$ cat config.mk
export PLATFORM = sky130hd
export DESIGN_NAME = keypad_entry
export DESIGN_NICKNAME = d
export VERILOG_FILES = /design/src/rtl/smart_home_pkg.sv /design/src/rtl/keypad_digit_acc.sv /design/src/rtl/keypad_entry.sv
export SDC_FILE = /design/constraint.sdc
export NUM_CORES = 1
export LEC_CHECK = 0
export ABC_AREA = 1
export CORE_AREA = 5 5 94 140
export DETAILED_ROUTE_END_ITERATION = 8
export DIE_AREA = 0 0 99 145
export HOLD_SLACK_MARGIN = 0.03
export PLACE_DENSITY = 0.69
export SLEW_MARGIN = 5
export SYNTH_ARGS = -nofsm -noshare
export SYNTH_HDL_FRONTEND = slang
export SYNTH_SLANG_ARGS = --single-unit
$ cat constraint.sdc
create_clock -name clk -period 8.35 [get_ports clk]
set_input_delay 1.67 -clock clk [delete_from_list [all_inputs] [get_ports clk]]
set_output_delay 1.67 -clock clk [all_outputs]
set_load 0.05 [all_outputs]
$ cat src/rtl/smart_home_pkg.sv
// smart_home_pkg: shared types and constants for the door keypad / password checker path.
//   PW_W            width of password words (5 decimal digits fit in 17 bits)
//   KEY_*           keypad scanner codes for the non-digit keys
//   keypad_state_t  keypad_entry FSM states
package smart_home_pkg;
    localparam int PW_W = 17;
    localparam logic [3:0] KEY_CLEAR  = 4'hA;
    localparam logic [3:0] KEY_BACK   = 4'hB;
    localparam logic [3:0] KEY_CHANGE = 4'hC;
    localparam logic [3:0] KEY_ENTER  = 4'hE;
    typedef enum logic [1:0] {ENTRY, NEW_ENTRY, SETUP, STROBE} keypad_state_t;
endpackage

$ cat src/rtl/keypad_digit_acc.sv
// keypad_digit_acc: decimal digit accumulator with digit count.
//   clk, rst  clock and asynchronous active-high reset
//   push      append digit (ignored when full)
//   back      drop last digit (ignored when empty)
//   clr       clear accumulator and count (highest priority)
//   digit     decimal digit 0..9 for push
//   acc       accumulated value
//   count     digits currently held
//   full      count has reached MAX_DIGITS
module keypad_digit_acc
    import smart_home_pkg::*;
#(
    parameter int MAX_DIGITS = 5
) (
    input  logic            clk,
    input  logic            rst,
    input  logic            push,
    input  logic            back,
    input  logic            clr,
    input  logic [3:0]      digit,
    output logic [PW_W-1:0] acc,
    output logic [2:0]      count,
    output logic            full
);
    logic [PW_W-1:0] acc_mul;
    logic [PW_W-1:0] acc_div;

    assign acc_mul = acc * PW_W'(10) + PW_W'(digit);
    assign acc_div = acc / PW_W'(10);
    assign full    = count >= 3'(MAX_DIGITS);

    always_ff @(posedge clk or posedge rst) begin
        if (rst) begin
            acc   <= '0;
            count <= '0;
        end else if (clr) begin
            acc   <= '0;
            count <= '0;
        end else if (push && !full) begin
            acc   <= acc_mul;
            count <= count + 3'd1;
        end else if (back && count != 3'd0) begin
            acc   <= acc_div;
            count <= count - 3'd1;
        end
    end
endmodule

$ cat src/rtl/keypad_entry.sv
// keypad_entry: turns keypad key events into decimal codes and drives the password checker handshake.
//   clk, rst         clock and asynchronous active-high reset
//   key_valid        one-cycle key event; key_code 0-9 digit, A clear, B backspace, C change, E enter
//   in_password      submitted code, held between submits
//   change_password  submitted new code, held between submits
//   rs_buttonState   1 = last submit was a change-password request
//   e_buttonState    enter strobe, high STROBE_CYCLES cycles after a one-cycle setup
//   digit_count      digits in the current accumulator
//   entry_error      one-cycle pulse on a rejected key or an abort
// Optional macro KEYPAD_TIMEOUT_EN adds an inter-key idle abort after TIMEOUT_CYCLES.
module keypad_entry
    import smart_home_pkg::*;
#(
    parameter int MAX_DIGITS    = 5,
    parameter int STROBE_CYCLES = 2
`ifdef KEYPAD_TIMEOUT_EN
    ,
    parameter int TIMEOUT_CYCLES = 1000000
`endif
) (
    input  logic            clk,
    input  logic            rst,
    input  logic            key_valid,
    input  logic [3:0]      key_code,
    output logic [PW_W-1:0] in_password,
    output logic [PW_W-1:0] change_password,
    output logic            rs_buttonState,
    output logic            e_buttonState,
    output logic [2:0]      digit_count,
    output logic            entry_error
);
    keypad_state_t   state;
    logic            chg;
    logic [3:0]      scnt;
    logic [PW_W-1:0] acc;
    logic            full;
    logic            active, is_digit, push, back, clr, enter_ok, chg_ok, strobe_end, timeout, err_c;

    // Keys only count while collecting a code; during the handshake they vanish silently.
    assign active     = key_valid && (state == ENTRY || state == NEW_ENTRY);
    assign is_digit   = key_code <= 4'd9;
    assign push       = active && is_digit && !full;
    assign back       = active && key_code == KEY_BACK && digit_count != 3'd0;
    assign enter_ok   = active && key_code == KEY_ENTER && digit_count != 3'd0;
    assign chg_ok     = active && key_code == KEY_CHANGE && state == ENTRY && digit_count == 3'd0;
    assign strobe_end = state == STROBE && scnt == 4'(STROBE_CYCLES - 1);
    // The accumulator is kept through SETUP/STROBE and emptied as the strobe ends.
    assign clr        = (active && key_code == KEY_CLEAR) || (enter_ok && state == ENTRY && chg) ||
                        strobe_end || timeout;
    assign err_c      = timeout || (active && ((is_digit && full) ||
                        (key_code == KEY_CHANGE && !chg_ok) ||
                        (key_code == KEY_ENTER && digit_count == 3'd0)));

`ifdef KEYPAD_TIMEOUT_EN
    localparam int TW = $clog2(TIMEOUT_CYCLES);
    logic [TW-1:0] tcnt;
    logic          running;
    assign running = (state == ENTRY && (digit_count != 3'd0 || chg)) || state == NEW_ENTRY;
    assign timeout = running && !key_valid && tcnt == TW'(TIMEOUT_CYCLES - 1);
    always_ff @(posedge clk or posedge rst) begin
        if (rst) tcnt <= '0;
        else     tcnt <= (key_valid || !running || timeout) ? '0 : tcnt + TW'(1);
    end
`else
    assign timeout = 1'b0;
`endif

    keypad_digit_acc #(.MAX_DIGITS(MAX_DIGITS)) u_acc (
        .clk   (clk),
        .rst   (rst),
        .push  (push),
        .back  (back),
        .clr   (clr),
        .digit (key_code),
        .acc   (acc),
        .count (digit_count),
        .full  (full)
    );

    always_ff @(posedge clk or posedge rst) begin
        if (rst) begin
            state           <= ENTRY;
            chg             <= 1'b0;
            scnt            <= '0;
            in_password     <= '0;
            change_password <= '0;
            rs_buttonState  <= 1'b0;
            e_buttonState   <= 1'b0;
            entry_error     <= 1'b0;
        end else begin
            entry_error <= err_c;
            if (timeout) begin
                state <= ENTRY;
                chg   <= 1'b0;
            end else begin
                case (state)
                    ENTRY: begin
                        if (chg_ok) chg <= 1'b1;
                        if (enter_ok) begin
                            in_password <= acc;
                            if (chg) state <= NEW_ENTRY;
                            else begin
                                rs_buttonState <= 1'b0;
                                state          <= SETUP;
                            end
                        end
                    end
                    NEW_ENTRY: begin
                        if (enter_ok) begin
                            change_password <= acc;
                            rs_buttonState  <= 1'b1;
                            state           <= SETUP;
                        end
                    end
                    SETUP: begin
                        state         <= STROBE;
                        e_buttonState <= 1'b1;
                        scnt          <= '0;
                    end
                    STROBE: begin
                        if (strobe_end) begin
                            state         <= ENTRY;
                            e_buttonState <= 1'b0;
                            chg           <= 1'b0;
                        end else scnt <= scnt + 4'd1;
                    end
                    default: state <= ENTRY;
                endcase
            end
        end
    end
endmodule

==> results.md <==
* Status: finished, final reports clean
* WS Path Type: flip-flop to flip-flop
* FF/Latch Area at 1600 um^2
* Via/cell ratio at 5.19
* Multi-input logic area at 2830 um^2
* Max stage delay cell, worst path: dfrtp_1
* Post-CTS Setup Inserts at 0
* Yosys warning count at 0
* Drt total wl at 12300 um
* Crit path launch type: flip-flop
* Largest net degree at the start of global routing at 65
* Yosys cell types at 38
* Hold path startpoint: in_password[12]$_DFFE_PP0P_
* Initial antenna violation count at 0
* Num rows at 49
* Slew @ Worst Pin at 0.951 ns
* CTS tree: built
* First-pass GRT wire length at 20400 um
* Synth Area per Inst at 7.40 um^2
* WL/cell at 14.3 um
* DRC violations left at 0
* Worst-path clk slew at 0.06 ns
* Ys flop type: dfrtp_1
* Chip Height at 145 um
* I/O pins at 47
* Max Fclk at 0.181 GHz
* 1st-pass router iterations at 4
* H-tree lvl count at 3
* Number of antenna diodes at 0
* Max cap viols at 0
* Final Skew at 0.00690 ns
* DP Cell Count at 844
* Synthesized Nets at 698
* Root buf cell: clkbuf_16
* Dpl ws at 2.87 ns
* 1st-iter DRT viols at 225
* Worst flop-to-flop path endpoint: u_acc.acc[0]$_DFFE_PP0P_
* Layout area overhead at 20.2%
* CTS Hold Buffers Added at 0
* Via count at 4461
* Fin crit period at 5.52 ns
* Seq/Total Area, Yosys at 0.331
* Hold Crit Class: flip-flop to flip-flop
* Post-synth EDFFs at 0
* Setup-failing EPs final at 0
* Final hold vios at 0
* Mapped Cells at 654
* Routability cong. at 0.904
* Aggregate global routing overflow at 0
* Nets at 746
* Antenna viol nets, final at 0
* Critical Path End Type: flip-flop
* Crit Path Max Fanout at 9
* Setup TNS at 0 ns
* Clock Latency Late Sink at 0.33 ns
* Vias in the first global route at 4506
* Tcrit/Tclk final at 0.661
* # port buffers at 46
* Core ar. at 11800 um^2
* Hold Crit Depth at 2
* Worst R2R Path Depth at 60
* CTS Buf Count at 9
* Count of final max-slew check failures at 0
* Initial core utilization at 0.409
* Die W at 99 um
* CTS Buffer Depth at 2
* CP Data Arrival Time at 5.74 ns
* Synth Cell Area at 4840 um^2
* Async S/R FF share, synth at 1.00
* #FFs+latches synth at 64
* Max incr delay on CP at 0.43 ns
* Filler cell count at 1111
* Total track usage at 0.174
* Die area at 14400 um^2
* Hpwl dp at 9630 um
* Slew headroom at 0.365
* Post-CTS Resized at 0
* Share of layout cells above drive strength 1 at 0.137
* Final Worst Setup Slack at 2.83 ns
* Hold EP: in_password[12]$_DFFE_PP0P_
* R2R Setup Slk at 2.83 ns
* Clock sink total at 64
* RSZ-0062 raised after global routing: false
* Critical path data required time at 8.57 ns
* Non-filler cells in the finished layout at 860
* Reg2reg start: u_acc.acc[13]$_DFFE_PP0P_
## registers in the layout (all words and copies together) (netlist names)
name,flops
chg,1
entry_error,1
e_buttonState,1
change_password,17
u_acc.count,3
u_acc.acc,17
in_password,17
rs_buttonState,1
state,2
scnt,4
## cells in the final DEF (no fill, tap or decap), drive strengths merged
cell	instances
xor2	14
a21o	1
nand3	66
a21oi	39
o221ai	1
bufinv	3
mux2	1
and2	2
o31ai	1
nand4	10
o21bai	5
buf	3
ha	34
nand2	169
fa	3
clkbuf	11
xnor2	6
or2	2
inv	97
nor3	3
o32ai	1
o211ai	3
a211oi	1
clkdlybuf4s50	46
o21ai	51
o22ai	15
a22oi	1
dfrtp	64
mux2i	1
nor2	46
nand2b	1
clkinv	1
a31oi	3
nor4	2
## synth_stat cells (2+ instances only)
cell type | instances | area share
nand2_1 | 131 | 0.10
inv_1 | 75 | 0.058
dfrtp_1 | 64 | 0.33
nand3_1 | 55 | 0.057
o21ai_0 | 47 | 0.049
nor2_1 | 45 | 0.035
a21oi_1 | 39 | 0.040
ha_1 | 34 | 0.088
nand2_2 | 29 | 0.038
inv_2 | 20 | 0.016
o22ai_1 | 15 | 0.019
xor2_1 | 14 | 0.025
clkbuf_1 | 11 | 0.0085
nand3_2 | 11 | 0.023
nand4_1 | 10 | 0.013
nand2_4 | 9 | 0.021
xnor2_1 | 6 | 0.011
o21bai_1 | 5 | 0.0078
o21ai_1 | 4 | 0.0041
a31oi_1 | 3 | 0.0039
fa_1 | 3 | 0.012
nor3_1 | 3 | 0.0031
o211ai_1 | 3 | 0.0047
and2_1 | 2 | 0.0026
nor4_1 | 2 | 0.0026
or2_2 | 2 | 0.0026
## stage by stage
stage	util	area [um^2]	hold WS, ns
after global placement	0.463	5480	0.468
after detailed placement	0.463	5480	0.472
after global routing	0.491	5810	0.510
final	0.491	5810	0.478
after floorplan	-	4840	0.473
after CTS	0.491	5810	0.486
## kinds of logic after synthesis
family | Yosys count | share of synthesized area
AOI/OAI and AO/OA | 122 | 0.139
xor gates and xnor gates | 20 | 0.0362
adders and majority gates | 37 | 0.100
buffers and inverters | 108 | 0.0867
DFF | 64 | 0.331
muxes | 2 | 0.00440
and+or+nand+nor | 301 | 0.303
## layout make-up
cell class                      count  area share
Clock buffer                       11      0.0435
Clock inverter                      5      0.0148
Inverter                           96      0.0643
Multi-Input combinational cell    482       0.486
Sequential cell                    64       0.275
Tap cell                          153      0.0329
Timing Repair Buffer               49      0.0831
## routing by layer
| metal | global-route usage | up-vias | routed length (um) | share of wire |
|---|---|---|---|---|
| met5 | 0 | - | 0 | 0 |
| met2 | 0.322 | 96 | 6670 | 0.54 |
| met1 | 0.176 | 2078 | 4590 | 0.37 |
| met4 | 0.107 | 0 | 665 | 0.054 |
| met3 | 0.0279 | 45 | 335 | 0.027 |
| li1 | - | 2242 | - | - |
## worst max path at each step
stage                                   start                        to  cells after the start  slack [ns]
finish              u_acc.acc[13]$_DFFE_PP0P_  u_acc.acc[0]$_DFFE_PP0P_                     60        2.83
global route        u_acc.acc[14]$_DFFE_PP0P_  u_acc.acc[0]$_DFFE_PP0P_                     58        2.33
CTS                 u_acc.acc[13]$_DFFE_PP0P_  u_acc.acc[0]$_DFFE_PP0P_                     60        2.84
detailed placement  u_acc.acc[13]$_DFFE_PP0P_  u_acc.acc[0]$_DFFE_PP0P_                     60        2.87
global placement    u_acc.acc[13]$_DFFE_PP0P_  u_acc.acc[0]$_DFFE_PP0P_                     60        3.08
floorplan           u_acc.acc[13]$_DFFE_PP0P_  u_acc.acc[0]$_DFFE_PP0P_                     55        3.83
## critical path, delay by kind of cell (launching register included)
family	cells	cell delay (ns)
flops	1	0.43
buf+inv	8	0.65
simple gates	52	4.29
Power is not shown: default switching activity piles up to over one toggle a cycle in this logic, so the estimate is an artifact.
